## src/rtl/arb_pkg.sv

```systemverilog
// Shared types and constants for the 4-way round-robin arbiter.
// Provides the FSM state enum, requester count/index width and the
// round-robin pick helper used by rr_arb_4.
package arb_pkg;

  localparam int NUM_REQ = 4;
  localparam int IDX_W   = 2;

  typedef enum logic {
    IDLE  = 1'b0,
    GRANT = 1'b1
  } arb_state_e;

  // First set bit searching upward from last+1, wrapping.
  // Walk from the farthest candidate toward the nearest so the
  // nearest set bit is the final assignment.
  function automatic logic [IDX_W-1:0] rr_pick(
    input logic [NUM_REQ-1:0] req,
    input logic [IDX_W-1:0]   last
  );
    logic [IDX_W-1:0] c;
    rr_pick = last;
    for (int k = NUM_REQ; k >= 1; k--) begin
      c = last + IDX_W'(k);
      if (req[c]) rr_pick = c;
    end
  endfunction

endpackage

```

## src/rtl/rr_arb_4_dec_2to4.sv

```systemverilog
// 2-to-4 one-hot decoder with enable, module dec_2to4.
// Ports: sel_i (2b select), en_i (enable), y_o (4b one-hot, 0 when disabled).
module dec_2to4
  import arb_pkg::*;
(
  input  logic [IDX_W-1:0]   sel_i,
  input  logic               en_i,
  output logic [NUM_REQ-1:0] y_o
);

  always_comb begin
    y_o = '0;
    if (en_i) begin
      unique case (sel_i)
        2'd0: y_o = 4'b0001;
        2'd1: y_o = 4'b0010;
        2'd2: y_o = 4'b0100;
        2'd3: y_o = 4'b1000;
        default: y_o = '0;
      endcase
    end
  end

endmodule

```

## src/rtl/rr_arb_4.sv

```systemverilog
// 4-way round-robin arbiter with one dead cycle between owners.
// Ports: clk, rst (sync, active high), req[3:0], gnt_idx[1:0],
// gnt_en, gnt[3:0] (one-hot), timeout (tenure-expiry pulse).
// Macro ARB_TIMEOUT_EN enables tenure enforcement via HOLD_MAX.
module rr_arb_4
  import arb_pkg::*;
#(
  parameter int unsigned HOLD_MAX = 16
) (
  input  logic               clk,
  input  logic               rst,
  input  logic [NUM_REQ-1:0] req,
  output logic [IDX_W-1:0]   gnt_idx,
  output logic               gnt_en,
  output logic [NUM_REQ-1:0] gnt,
  output logic               timeout
);

  if (HOLD_MAX < 2 || HOLD_MAX > 255) begin : g_bad_hold
    $error("rr_arb_4: HOLD_MAX out of range 2..255");
  end

  arb_state_e       state_q, state_d;
  logic [IDX_W-1:0] idx_q, idx_d;
  logic [IDX_W-1:0] last_q, last_d;
  logic [IDX_W-1:0] pick;

  assign pick = rr_pick(req, last_q);

`ifdef ARB_TIMEOUT_EN
  localparam logic [7:0] TenLim = 8'(HOLD_MAX - 1);

  logic [7:0] ten_q, ten_d;
  logic       to_q, to_d;
`endif

  always_comb begin
    state_d = state_q;
    idx_d   = idx_q;
    last_d  = last_q;
`ifdef ARB_TIMEOUT_EN
    ten_d   = ten_q;
    to_d    = 1'b0;
`endif
    unique case (state_q)
      IDLE: begin
        if (|req) begin
          state_d = GRANT;
          idx_d   = pick;
          last_d  = pick;
`ifdef ARB_TIMEOUT_EN
          ten_d   = 8'd0;
`endif
        end
      end
      GRANT: begin
        // Release wins over expiry: no pulse.
        if (!req[idx_q]) begin
          state_d = IDLE;
`ifdef ARB_TIMEOUT_EN
        end else if (ten_q == TenLim) begin
          state_d = IDLE;
          to_d    = 1'b1;
        end else if (ten_q != 8'hFF) begin
          ten_d   = ten_q + 8'd1;
`endif
        end
      end
      default: state_d = IDLE;
    endcase
  end

  always_ff @(posedge clk) begin
    if (rst) begin
      state_q <= IDLE;
      idx_q   <= '0;
      last_q  <= IDX_W'(NUM_REQ - 1);
    end else begin
      state_q <= state_d;
      idx_q   <= idx_d;
      last_q  <= last_d;
    end
  end

`ifdef ARB_TIMEOUT_EN
  always_ff @(posedge clk) begin
    if (rst) begin
      ten_q <= 8'd0;
      to_q  <= 1'b0;
    end else begin
      ten_q <= ten_d;
      to_q  <= to_d;
    end
  end

  assign timeout = to_q;
`else
  assign timeout = 1'b0;
`endif

  assign gnt_idx = idx_q;
  assign gnt_en  = (state_q == GRANT);

  dec_2to4 u_dec (
    .sel_i (idx_q),
    .en_i  (gnt_en),
    .y_o   (gnt)
  );

endmodule
```

## config.mk

```make
export PLATFORM = sky130hd
export DESIGN_NAME = rr_arb_4
export DESIGN_NICKNAME = d
export VERILOG_FILES = /design/src/rtl/arb_pkg.sv /design/src/rtl/rr_arb_4_dec_2to4.sv /design/src/rtl/rr_arb_4.sv
export SDC_FILE = /design/constraint.sdc
export NUM_CORES = 1
export LEC_CHECK = 0
export ABC_AREA = 1
export CORE_AREA = 2 2 39 41
export CTS_CLUSTER_DIAMETER = 50
export DETAILED_ROUTE_END_ITERATION = 10
export DIE_AREA = 0 0 41 43
export GPL_ROUTABILITY_DRIVEN = 1
export SKIP_CTS_REPAIR_TIMING = 1
export SYNTH_ARGS = -nofsm -noshare
export SYNTH_HDL_FRONTEND = slang
export SYNTH_SLANG_ARGS = --single-unit
export TNS_END_PERCENT = 5
```

## constraint.sdc

```tcl
create_clock -name clk -period 1.45 [get_ports clk]
set_input_delay 0.2175 -clock clk [delete_from_list [all_inputs] [get_ports clk]]
set_output_delay 0.2175 -clock clk [all_outputs]
set_load 0.02 [all_outputs]
```

==> impl_metrics.py <==
metrics = {
    "finish": {
        "final_net_count": 106,
        "fillers": 160,
        "post-route-cell-area_um2": 666,
        "antenna_diode_instance_count": 0,
        "area_growth_syn_to_layout_pct": 56.5,
        "ratio_of_cells_with_drive_above_1_in_the_final_layout": 0.222,
    },
    "clocking": {
        "htreeDepth": 1,
        "cts_sinks": 5,
        "cts_max_path_buffers": 2,
        "cts-root-buf": "sky130_fd_sc_hd__clkbuf_4",
        "insertion_delay_ns": 0.23,
        "tritoncts.num_buffers": 3,
        "cts_tree": "yes",
        "path_clk_slew_ns": 0.04,
    },
    "sta": {
        "finalSetupViolCount": 0,
        "period_share": 0.921,
        "top_achievable_clock_speed_mhz": 749,
        "hold_slack_ns": 0.555,
        "finalCriticalPeriod_ns": 1.34,
        "slew_violations": 0,
        "grt_setup_unrepaired": "false",
        "timing.clock.skew_ns": 0.0000548,
        "final-hold-violation-count": 0,
    },
    "global_routing": {
        "grt-ovfl-total": 0,
        "globalRouteTotalUtil": 0.128,
        "grt_pass1_wl_mm": 1.52,
        "via_count_of_the_first_global_routing_pass": 408,
        "grt_max_degree": 7,
        "initial_antenna_violation_count": 0,
    },
    "placement": {
        "post-dp-hpwl_um": 839,
        "portBuffers": 12,
        "finalWeightedCongestion": 0.791,
        "detailed_place.area_um2": 622,
    },
    "die": {
        "floorplan.initialDensity": 0.307,
        "die_area_mm2": 0.00176,
        "fp.dieW_um": 41,
        "fp.coreArea_mm2": 0.00138,
        "placementRows": 14,
        "die-height_um": 43,
        "io_pins": 14,
    },
    "run": {
        "max_cap_viol_count": 0,
    },
    "yosys": {
        "yosysSeqAreaShare": 0.235,
        "synth_top_cell_area_share": 0.235,
        "yosys.cell_types.count": 19,
        "syn-instance-count": 75,
        "synth.cell_area_um2": 425,
        "flip_flop_and_latch_count_after_synthesis": 5,
        "synth_area_per_cell_um2": 5.67,
        "ys.warnings.count": 0,
        "ys_top_cells_by_area": "sky130_fd_sc_hd__dfxtp_1, sky130_fd_sc_hd__nand2_1, sky130_fd_sc_hd__a21oi_1",
        "synth_top_cell_by_area": "sky130_fd_sc_hd__dfxtp_1",
        "number_of_nets_in_the_synthesized_netlist": 81,
    },
    "power": {
        "power.density_mw_per_mm2": 1430,
        "irDropWorstVdd_uv": 710,
        "cellLeakagePower_nw": 0.442,
        "total_power_uw": 950,
    },
    "detailed_routing": {
        "vias_per_cell": 4.32,
        "detail_route.wl_per_cell_um": 8.57,
        "drtAntennaViolNets": 0,
        "drt-pass1-iter-count": 2,
        "vias": 497,
        "remaining_drc_errors": 0,
        "finalWirelength_um": 986,
        "drt-initial-drc-count": 2,
    },
    "critical_path": {
        "critPathRequiredTime_ns": 1.23,
        "timing.critical_path.fanout_max": 4,
        "cp_data_arrival_time_ns": 1.12,
        "critical_path.startpoint_type": "flop",
        "nature_of_the_critical_path_endpoint": "output port",
        "worst-setup-path-type": "reg2out",
    },
    "outcome": {
        "run_status": "finished clean",
    },
    "min_path": {
        "min-delay-path-class": "reg2reg",
    },
}
[per-stage QoR]
stage,TNS [ns],setup WS (ns),instances,utilization
after floorplan,0,0.154,75,-
after global placement,-0.182,-0.0579,111,0.449
after detailed placement,-0.223,-0.0940,111,0.449
after CTS,-1.07,-0.269,115,0.468
after global routing,0,0.00450,115,0.481
final,0,0.115,115,0.481
[sequential cells by signal, summed over array words and instances, names as in the netlist]
name / cells
gnt_en: 1
last_q: 2
gnt_idx: 2
[final cells by class]
class / instances / area, um2 / area share
multi-input combinational: 56 / 262 / 0.393
timing repair buffer: 22 / 213 / 0.320
sequential: 5 / 100 / 0.150
inverter: 12 / 45.0 / 0.0677
clock buffer: 4 / 26.3 / 0.0395
tap: 16 / 20.0 / 0.0301
[path summary, 6_finish.rpt]
kind / startpoint / slack (ns) / end / depth (start not counted)
worst max-delay path: gnt_idx[1]$_SDFFE_PP0P_ / 0.11 / gnt[2] / 3
worst min-delay path: gnt_idx[0]$_SDFFE_PP0P_ / 0.56 / gnt_idx[0]$_SDFFE_PP0P_ / 2
worst max register to register: last_q[0]$_SDFFE_PP1P_ / 0.21 / gnt_idx[0]$_SDFFE_PP0P_ / 11
worst min register to register: gnt_idx[0]$_SDFFE_PP0P_ / 0.56 / gnt_idx[0]$_SDFFE_PP0P_ / 2
[report_power, final]
group          leakage (nW)  switching [mW]  internal [mW]
clock network        0.0150          0.0480          0.103
logic                 0.386           0.325          0.253
registers            0.0416          0.0434          0.177
total                 0.442           0.416          0.533
[critical path, stage by stage, from the launching register on]
cell	delay [ns]
sky130_fd_sc_hd__dfxtp_1	0.36
sky130_fd_sc_hd__inv_1	0.08
sky130_fd_sc_hd__nor3_1	0.19
sky130_fd_sc_hd__dlymetal6s2s_1	0.25
[Yosys cell counts]
cell type                  number
sky130_fd_sc_hd__nand2_1       26
sky130_fd_sc_hd__inv_1          9
sky130_fd_sc_hd__a21oi_1        7
sky130_fd_sc_hd__nor2_1         7
sky130_fd_sc_hd__dfxtp_1        5
sky130_fd_sc_hd__nand3_1        4
sky130_fd_sc_hd__inv_2          3
sky130_fd_sc_hd__nand2_2        2
sky130_fd_sc_hd__o21ai_1        2
sky130_fd_sc_hd__a21oi_2        1
sky130_fd_sc_hd__a31oi_1        1
sky130_fd_sc_hd__buf_4          1
sky130_fd_sc_hd__buf_6          1
sky130_fd_sc_hd__conb_1         1
sky130_fd_sc_hd__nand3_2        1
sky130_fd_sc_hd__nor2_2         1
sky130_fd_sc_hd__nor2_4         1
sky130_fd_sc_hd__nor3_1         1
sky130_fd_sc_hd__o221ai_1       1
[cell usage in the layout (no fill, tap or decap)]
master,n
sky130_fd_sc_hd__nor2_2,1
sky130_fd_sc_hd__clkbuf_1,1
sky130_fd_sc_hd__o221ai_1,1
sky130_fd_sc_hd__dlymetal6s2s_1,7
sky130_fd_sc_hd__a21oi_2,1
sky130_fd_sc_hd__nand3_2,1
sky130_fd_sc_hd__nor3_1,1
sky130_fd_sc_hd__dfxtp_1,5
sky130_fd_sc_hd__buf_4,10
sky130_fd_sc_hd__clkbuf_4,3
sky130_fd_sc_hd__nand3_1,4
sky130_fd_sc_hd__inv_2,3
sky130_fd_sc_hd__o21ai_1,2
sky130_fd_sc_hd__conb_1,1
sky130_fd_sc_hd__nand2_1,26
sky130_fd_sc_hd__clkdlybuf4s50_1,5
sky130_fd_sc_hd__nor2_4,1
sky130_fd_sc_hd__inv_1,9
sky130_fd_sc_hd__nor2_1,7
sky130_fd_sc_hd__a31oi_1,1
sky130_fd_sc_hd__nand2_2,2
sky130_fd_sc_hd__a21oi_1,7
[cell families after synthesis]
family	synth area share
and+or+nand+nor	0.444
buffers and inverters	0.150
AOI/OAI and AO/OA	0.162
DFF	0.235
other	0.00882
[routing by layer]
metal  part of all wire  vias to the layer above  track usage
met5                  0                        -            0
met4             0.0081                        0        0.100
met3              0.022                        2       0.0157
met2               0.49                        4        0.184
met1               0.48                      211        0.161
li1                   -                      280            -
(Power assumes the default switching activity.)
